`config.mk`:
```
export PLATFORM = sky130hd
export DESIGN_NAME = ram_mmio_dc
export DESIGN_NICKNAME = d
export VERILOG_FILES = /design/src/rtl/ram_mmio_pkg.sv /design/src/rtl/ram_mmio_dc_io_in_sync.sv /design/src/rtl/ram_mmio_dc.sv
export SDC_FILE = /design/constraint.sdc
export NUM_CORES = 1
export LEC_CHECK = 0
export ABC_AREA = 1
export BUFFER_PORTS_ARGS = -buffer_cell sky130_fd_sc_hd__buf_2
export CAP_MARGIN = 20
export CORE_MARGIN = 2
export CORE_UTILIZATION = 30
export DETAILED_ROUTE_END_ITERATION = 8
export GPL_ROUTABILITY_DRIVEN = 0
export GPL_TIMING_DRIVEN = 0
export SLEW_MARGIN = 10
export SYNTH_ARGS = -nofsm -noshare
export SYNTH_HDL_FRONTEND = slang
export SYNTH_SLANG_ARGS = --single-unit
```
`constraint.sdc`:
```
create_clock -name CLK_DC -period 10.8 [get_ports CLK_DC]
set_clock_uncertainty 0.15 [all_clocks]
set_input_delay 2.7 -clock CLK_DC [delete_from_list [all_inputs] [get_ports CLK_DC]]
set_output_delay 2.7 -clock CLK_DC [all_outputs]
set_load 0.1 [all_outputs]
```
`src/rtl/ram_mmio_pkg.sv`:
```
// Shared defaults, address map constants and range-check helpers for ram_mmio_dc.
package ram_mmio_pkg;

    localparam int unsigned DEF_WIDTH       = 16;
    localparam int unsigned DEF_AW          = 8;
    localparam int unsigned DEF_DEPTH       = 8;
    localparam int unsigned DEF_N_IN        = 1;
    localparam int unsigned DEF_N_OUT       = 1;
    localparam int unsigned DEF_IO_IN_BASE  = 32'h40;
    localparam int unsigned DEF_IO_OUT_BASE = 32'h44;
    localparam logic [DEF_WIDTH-1:0] DEF_DEFAULT_RD = 16'hFFFF;

    // True when [a_base, a_base+a_n) and [b_base, b_base+b_n) share any address.
    function automatic bit ranges_overlap(input int unsigned a_base, input int unsigned a_n,
                                          input int unsigned b_base, input int unsigned b_n);
        return (a_base < b_base + b_n) && (b_base < a_base + a_n);
    endfunction

    // True when [base, base+n) lies entirely inside an aw-bit address space.
    function automatic bit range_fits(input int unsigned base, input int unsigned n,
                                      input int unsigned aw);
        longint unsigned lim;
        lim = longint'(64'd1) << aw;
        return (longint'(base) + longint'(n)) <= lim;
    endfunction

endpackage

```
`src/rtl/ram_mmio_dc_io_in_sync.sv`:
```
// One asynchronous input channel: 2-flop synchroniser, previous-value register
// and a sticky change flag whose set has priority over the read-clear.
module io_in_sync #(
    parameter int unsigned WIDTH = 16
) (
    input  logic             clk_i,
    input  logic             rst_i,
    input  logic [WIDTH-1:0] din_i,
    input  logic             clr_i,
    output logic [WIDTH-1:0] sync_o,
    output logic             chg_o,
    output logic             chg_nxt_c_o
);

    logic [WIDTH-1:0] s1_q, s2_q, prev_q;
    logic [2:0]       vld_q;
    logic             chg_q, chg_d;
    logic             set_c;

    // Change detection only once prev holds a real post-reset sample, so the
    // first sample after reset never looks like an edge against the reset zero.
    always_comb begin
        set_c = vld_q[2] && (s2_q != prev_q);
        chg_d = chg_q;
        if (clr_i) chg_d = 1'b0;
        if (set_c) chg_d = 1'b1;
    end

    // Synchroniser, history register, pipeline-fill tracker and sticky flag.
    always_ff @(posedge clk_i or posedge rst_i) begin
        if (rst_i) begin
            s1_q   <= '0;
            s2_q   <= '0;
            prev_q <= '0;
            vld_q  <= '0;
            chg_q  <= 1'b0;
        end else begin
            s1_q   <= din_i;
            s2_q   <= s1_q;
            prev_q <= s2_q;
            vld_q  <= {vld_q[1:0], 1'b1};
            chg_q  <= chg_d;
        end
    end

    assign sync_o      = s2_q;
    assign chg_o       = chg_q;
    assign chg_nxt_c_o = chg_d;

endmodule

```
`src/rtl/ram_mmio_dc.sv`:
```
// Data memory plus memory-mapped I/O decoder: registered read, synchronous
// write, synchronised input ports with change flags, writable output latches.
module ram_mmio_dc
    import ram_mmio_pkg::*;
#(
    parameter int unsigned      WIDTH       = DEF_WIDTH,
    parameter int unsigned      AW          = DEF_AW,
    parameter int unsigned      DEPTH       = DEF_DEPTH,
    parameter int unsigned      N_IN        = DEF_N_IN,
    parameter int unsigned      N_OUT       = DEF_N_OUT,
    parameter int unsigned      IO_IN_BASE  = DEF_IO_IN_BASE,
    parameter int unsigned      IO_OUT_BASE = DEF_IO_OUT_BASE,
    parameter logic [WIDTH-1:0] DEFAULT_RD  = WIDTH'(DEF_DEFAULT_RD)
) (
    input  logic                   CLK_DC,
    input  logic                   RESET,
    input  logic [AW-1:0]          RAM_AD_IN,
    input  logic                   RAM_WE,
    input  logic [WIDTH-1:0]       RAM_IN,
    input  logic [N_IN*WIDTH-1:0]  IO_IN,
    output logic [AW-1:0]          RAM_AD_OUT,
    output logic [WIDTH-1:0]       RAM_OUT,
    output logic [N_OUT*WIDTH-1:0] IO_OUT,
    output logic [N_IN-1:0]        IO_CHG,
    output logic                   IO_IRQ
);

    // Address-map sanity checks at elaboration.
    if (DEPTH > IO_IN_BASE) begin : g_chk_depth
        $error("ram_mmio_dc: DEPTH overlaps the input-port range");
    end
    if (ranges_overlap(IO_IN_BASE, N_IN, IO_OUT_BASE, N_OUT)) begin : g_chk_overlap
        $error("ram_mmio_dc: input-port and output-latch ranges overlap");
    end
    if (!range_fits(IO_IN_BASE, N_IN, AW) || !range_fits(IO_OUT_BASE, N_OUT, AW)) begin : g_chk_fit
        $error("ram_mmio_dc: I/O range exceeds the address space");
    end

    logic [WIDTH-1:0]      ram_q [DEPTH];
    logic [WIDTH-1:0]      ram_d [DEPTH];
    logic [WIDTH-1:0]      out_q [N_OUT];
    logic [WIDTH-1:0]      out_d [N_OUT];
    logic [AW-1:0]         ad_out_q;
    logic [WIDTH-1:0]      rd_q;
    logic [WIDTH-1:0]      rd_data_c;
    logic                  irq_q;
    logic [N_IN*WIDTH-1:0] in_sync;
    logic [N_IN-1:0]       chg_nxt;

    // Per-channel input synchronisers; a non-write access to the channel clears its flag.
    for (genvar k = 0; k < int'(N_IN); k++) begin : g_in
        io_in_sync #(
            .WIDTH (WIDTH)
        ) u_sync (
            .clk_i       (CLK_DC),
            .rst_i       (RESET),
            .din_i       (IO_IN[k*WIDTH +: WIDTH]),
            .clr_i       (!RAM_WE && (RAM_AD_IN == AW'(IO_IN_BASE + k))),
            .sync_o      (in_sync[k*WIDTH +: WIDTH]),
            .chg_o       (IO_CHG[k]),
            .chg_nxt_c_o (chg_nxt[k])
        );
    end

    // Read decode: exact AW-bit compares, anything unmatched returns DEFAULT_RD.
    always_comb begin
        rd_data_c = DEFAULT_RD;
        for (int k = 0; k < int'(DEPTH); k++) begin
            if (RAM_AD_IN == AW'(k)) rd_data_c = ram_q[k];
        end
        for (int k = 0; k < int'(N_IN); k++) begin
            if (RAM_AD_IN == AW'(IO_IN_BASE + k)) rd_data_c = in_sync[k*WIDTH +: WIDTH];
        end
        for (int k = 0; k < int'(N_OUT); k++) begin
            if (RAM_AD_IN == AW'(IO_OUT_BASE + k)) rd_data_c = out_q[k];
        end
    end

    // Write decode: RAM words and output latches only; input ports are read-only.
    always_comb begin
        ram_d = ram_q;
        out_d = out_q;
        if (RAM_WE) begin
            for (int k = 0; k < int'(DEPTH); k++) begin
                if (RAM_AD_IN == AW'(k)) ram_d[k] = RAM_IN;
            end
            for (int k = 0; k < int'(N_OUT); k++) begin
                if (RAM_AD_IN == AW'(IO_OUT_BASE + k)) out_d[k] = RAM_IN;
            end
        end
    end

    // Storage and read-port registers; reads sample pre-write contents (read-first).
    always_ff @(posedge CLK_DC or posedge RESET) begin
        if (RESET) begin
            ram_q    <= '{default: '0};
            out_q    <= '{default: '0};
            ad_out_q <= '0;
            rd_q     <= '0;
            irq_q    <= 1'b0;
        end else begin
            ram_q    <= ram_d;
            out_q    <= out_d;
            ad_out_q <= RAM_AD_IN;
            rd_q     <= rd_data_c;
            irq_q    <= |chg_nxt;
        end
    end

    // Flatten output latches onto the packed port.
    for (genvar k = 0; k < int'(N_OUT); k++) begin : g_out
        assign IO_OUT[k*WIDTH +: WIDTH] = out_q[k];
    end

    assign RAM_AD_OUT = ad_out_q;
    assign RAM_OUT    = rd_q;
    assign IO_IRQ     = irq_q;

endmodule
```
==> out/metrics.csv <==
stage,metric,value,unit
global_route,global route overflow,0,
die,Initial Utilization,30.6,%
run,Max-Cap Viols,0,
power,Sw Ratio,24.6,%
clock_tree,# Post-CTS Setup Buffers,0,
critical_path,CP max stage delay,0.41,ns
clock_tree,CTS Buffer Depth,3,
clock_tree,"Reg clk slew, reported paths",0.06,ns
routing,initial DRC count,487,
power,Reg power frac,47.5,%
routing,Detail Route Antenna Nets,0,
timing,Worst Tran Pin Value,0.676,ns
critical_path,slowest CP cell,buf_2,
die,die area,31800,µm²
power,Pint,0.00140,W
synth,Post-Syn Area,9110,µm²
timing,# setup viols final,0,
synth,ys async rst share,100,%
timing,Slew HR,55.0,%
routing,Routed wire per std cell,14.3,µm
final_layout,final instance area,10900,µm²
routing,vias,6946,
clock_tree,Num CTS Buffers,24,
clock_tree,Num Clock Sinks,220,
global_route,Global Route Usage Sum,14.0,%
hold_path,HP Class,reg2reg,
hold_path,worst hold path depth,0,
power,Leak,5.00,nW
synth,synth cell count leaders,"nand2_1, dfrtp_1, inv_1",
run_status,run status,completed,
place,port bufs,83,
power,Switch Pwr,0.000458,W
critical_path,Critical Path RT,7.95,ns
timing,fmax,236,MHz
synth,Yosys top cell area share,60.4,%
power,Clock power frac,45.0,%
critical_path,Critical Path End Type,primary output,
clock_tree,clock latency on the worst-skew pair,0.52,ns
die,io pins,85,
synth,register bit total from synthesis,220,
routing,Avg Vias per Cell,4.53,
synth,most common cell in the synthesized netlist,nand2_1,
power,Max IR drop VDD,0.0946,mV
die,Die Height,178,µm
clock_tree,CTS root buf,clkbuf_16,
timing,Tmin final,4.23,ns
timing,RSZ-0062 raised after global routing,false,
timing,Final Hold Viols,0,
synth,syn avg cell area,8.99,µm²
critical_path,reg2reg path depth,7,
critical_path,critical-path maximum fanout,3,
global_route,largest net degree at the start of global routing,98,
hold_path,worst hold endpoint,g_in[0].u_sync.sync_o[8],
timing,Min Hold Slack,0.198,ns
global_route,vias in the first global route,6772,
synth,Post-synth EDFFs,0,
clock_tree,post_cts resized,0,
critical_path,crit-path cells,buf_4 -> buf_2,
critical_path,Worst Setup Start Kind,flop,
routing,DRC Markers,0,
clock_tree,H-Tree Depth,1,
critical_path,arrival time of the worst setup path,1.38,ns
critical_path,Reg2Reg Setup Slack,9.39,ns
critical_path,worst flop-to-flop path startpoint,g_in[0].u_sync.sync_o[3],
synth,Synth area leaders,"dfrtp_1, nand2_1, o21ai_0, inv_1, o21ai_1",
routing,number of detailed-route iterations in the first pass,5,
timing,Max Slew Vio Count,0,
synth,Yosys Warn Count,0,
critical_path,critical setup path kind,reg2out,
synth,Syn Nets,1057,
die,Rows,63,
critical_path,Reg-to-Reg End,g_in[0].u_sync.chg_o,
final_layout,nets@finish,1168,
global_route,antenna violations before repair,0,
final_layout,ANT cells,0,
synth,cell taking the most area after synthesis,dfrtp_1,
die,Placeable Area,29800,µm²
synth,Post-Syn Instances,1014,
place,Area after DPL,10100,µm²
power,Gate power share,7.6,%
synth,Most used DFF post-synth,dfrtp_1,
clock_tree,CTS tree,yes,
final_layout,filler instances,3066,
final_layout,share of post-route cells with drive strength above 1,16.0,%
synth,sequential fraction of the synthesis area,60.4,%
critical_path,Worst Setup SP,g_in[0].u_sync.chg_o,
power,Pwr Density,170,nW/µm²
clock_tree,Post-CTS Hold Fix Bufs,0,
final_layout,Layout Area Growth over Synthesis,19.7,%
die,Die W,178,µm
global_route,first-pass GRT wire length,35100,µm
timing,crit share post-route,39.2,%
synth,Synth cell types,31,
routing,final wirelength,21900,µm
place,DP HPWL,16500,µm
hold_path,worst hold start,g_in[0].u_sync.s1_q[8],
==> power by group through the flow <==
stage	sequential, W	clock (W)	combinational, W
2_1_floorplan	0.000939	0	0.0000593
3_3_place_gp	0.000897	0	0.000139
3_5_place_dp	0.000897	0	0.000144
4_1_cts	0.000882	0.000855	0.000145
5_1_grt	0.000887	0.000890	0.000157
6_report	0.000882	0.000836	0.000141
==> through the flow <==
stage	setup WS [ns]	instances	power (W)	TNS [ns]	utilization (%)
global route	6.50	1533	0.00193	0	36.6
detailed placement	6.17	1489	0.00104	0	33.8
finish	6.57	1533	0.00186	0	36.6
CTS	6.55	1533	0.00188	0	36.6
floorplan	1.93	1014	0.000998	0	-
global placement	-0.501	1487	0.00104	-107.38	33.6
==> critical path: cells and delay by family, from the launching register on <==
kind     cells  cell delay [ns]
buf+inv      2             0.52
flops        1             0.36
==> flip-flops by register name, summed over array words and instances (netlist names) <==
signal,cells
g_in.u_sync.sync_o,16
IO_OUT,16
RAM_AD_OUT,8
g_in.u_sync.prev_q,16
g_in.u_sync.vld_q,3
ram_q,128
RAM_OUT,16
g_in.u_sync.chg_o,1
g_in.u_sync.s1_q,16
==> logic make-up (layout without fill, tap and decap cells) <==
kind of cell	count (synthesis)	in the layout	share of synthesized area [%]
DFF	220	220	60.4
other	1	1	0.0411
xor gates and xnor gates	11	11	1.06
AOI/OAI and AO/OA	165	165	9.06
and+or+nand+nor	454	454	22.0
buffers and inverters	163	292	7.40
==> area by class of cell <==
class	count	area [µm²]	area share, %
buffer	40	205	1.88
timing repair buffer	85	470	4.31
multi-input combinational	631	2930	26.9
sequential	220	5510	50.5
inverter	123	477	4.37
clock inverter	11	123	1.12
tap	390	488	4.47
clock buffer	33	704	6.46
==> cell usage in the layout (no fill, tap or decap), types with 8 or more instances in the layout <==
master and count:
dfrtp_1 220, o21ai_1 43, nand3_1 37, inv_1 116, nand2_1 315, nand4_1 19, clkbuf_1 18, buf_2 99
xnor2_1 8, nand3b_1 12, a21oi_1 15, o21ai_0 107, nor2_1 42, clkbuf_16 24
==> worst max path at each step <==
| stage | to | cells past startpoint |
|---|---|---|
| floorplan | IO_OUT[0] | 1 |
| global placement | ram_q[115] | 2 |
| detailed placement | RAM_OUT[5] | 8 |
| CTS | IO_IRQ | 2 |
| global route | IO_IRQ | 2 |
| finish | IO_IRQ | 2 |
==> routing by layer <==
| layer | part of all wire, % | vias up | track usage (%) |
|---|---|---|---|
| met5 | 0 | - | 0 |
| met4 | 1.4 | 0 | 2.51 |
| met3 | 3.8 | 23 | 2.09 |
| met2 | 46 | 123 | 23.0 |
| met1 | 49 | 3401 | 19.7 |
| li1 | - | 3399 | - |
Power figures use the tool's default switching activity.
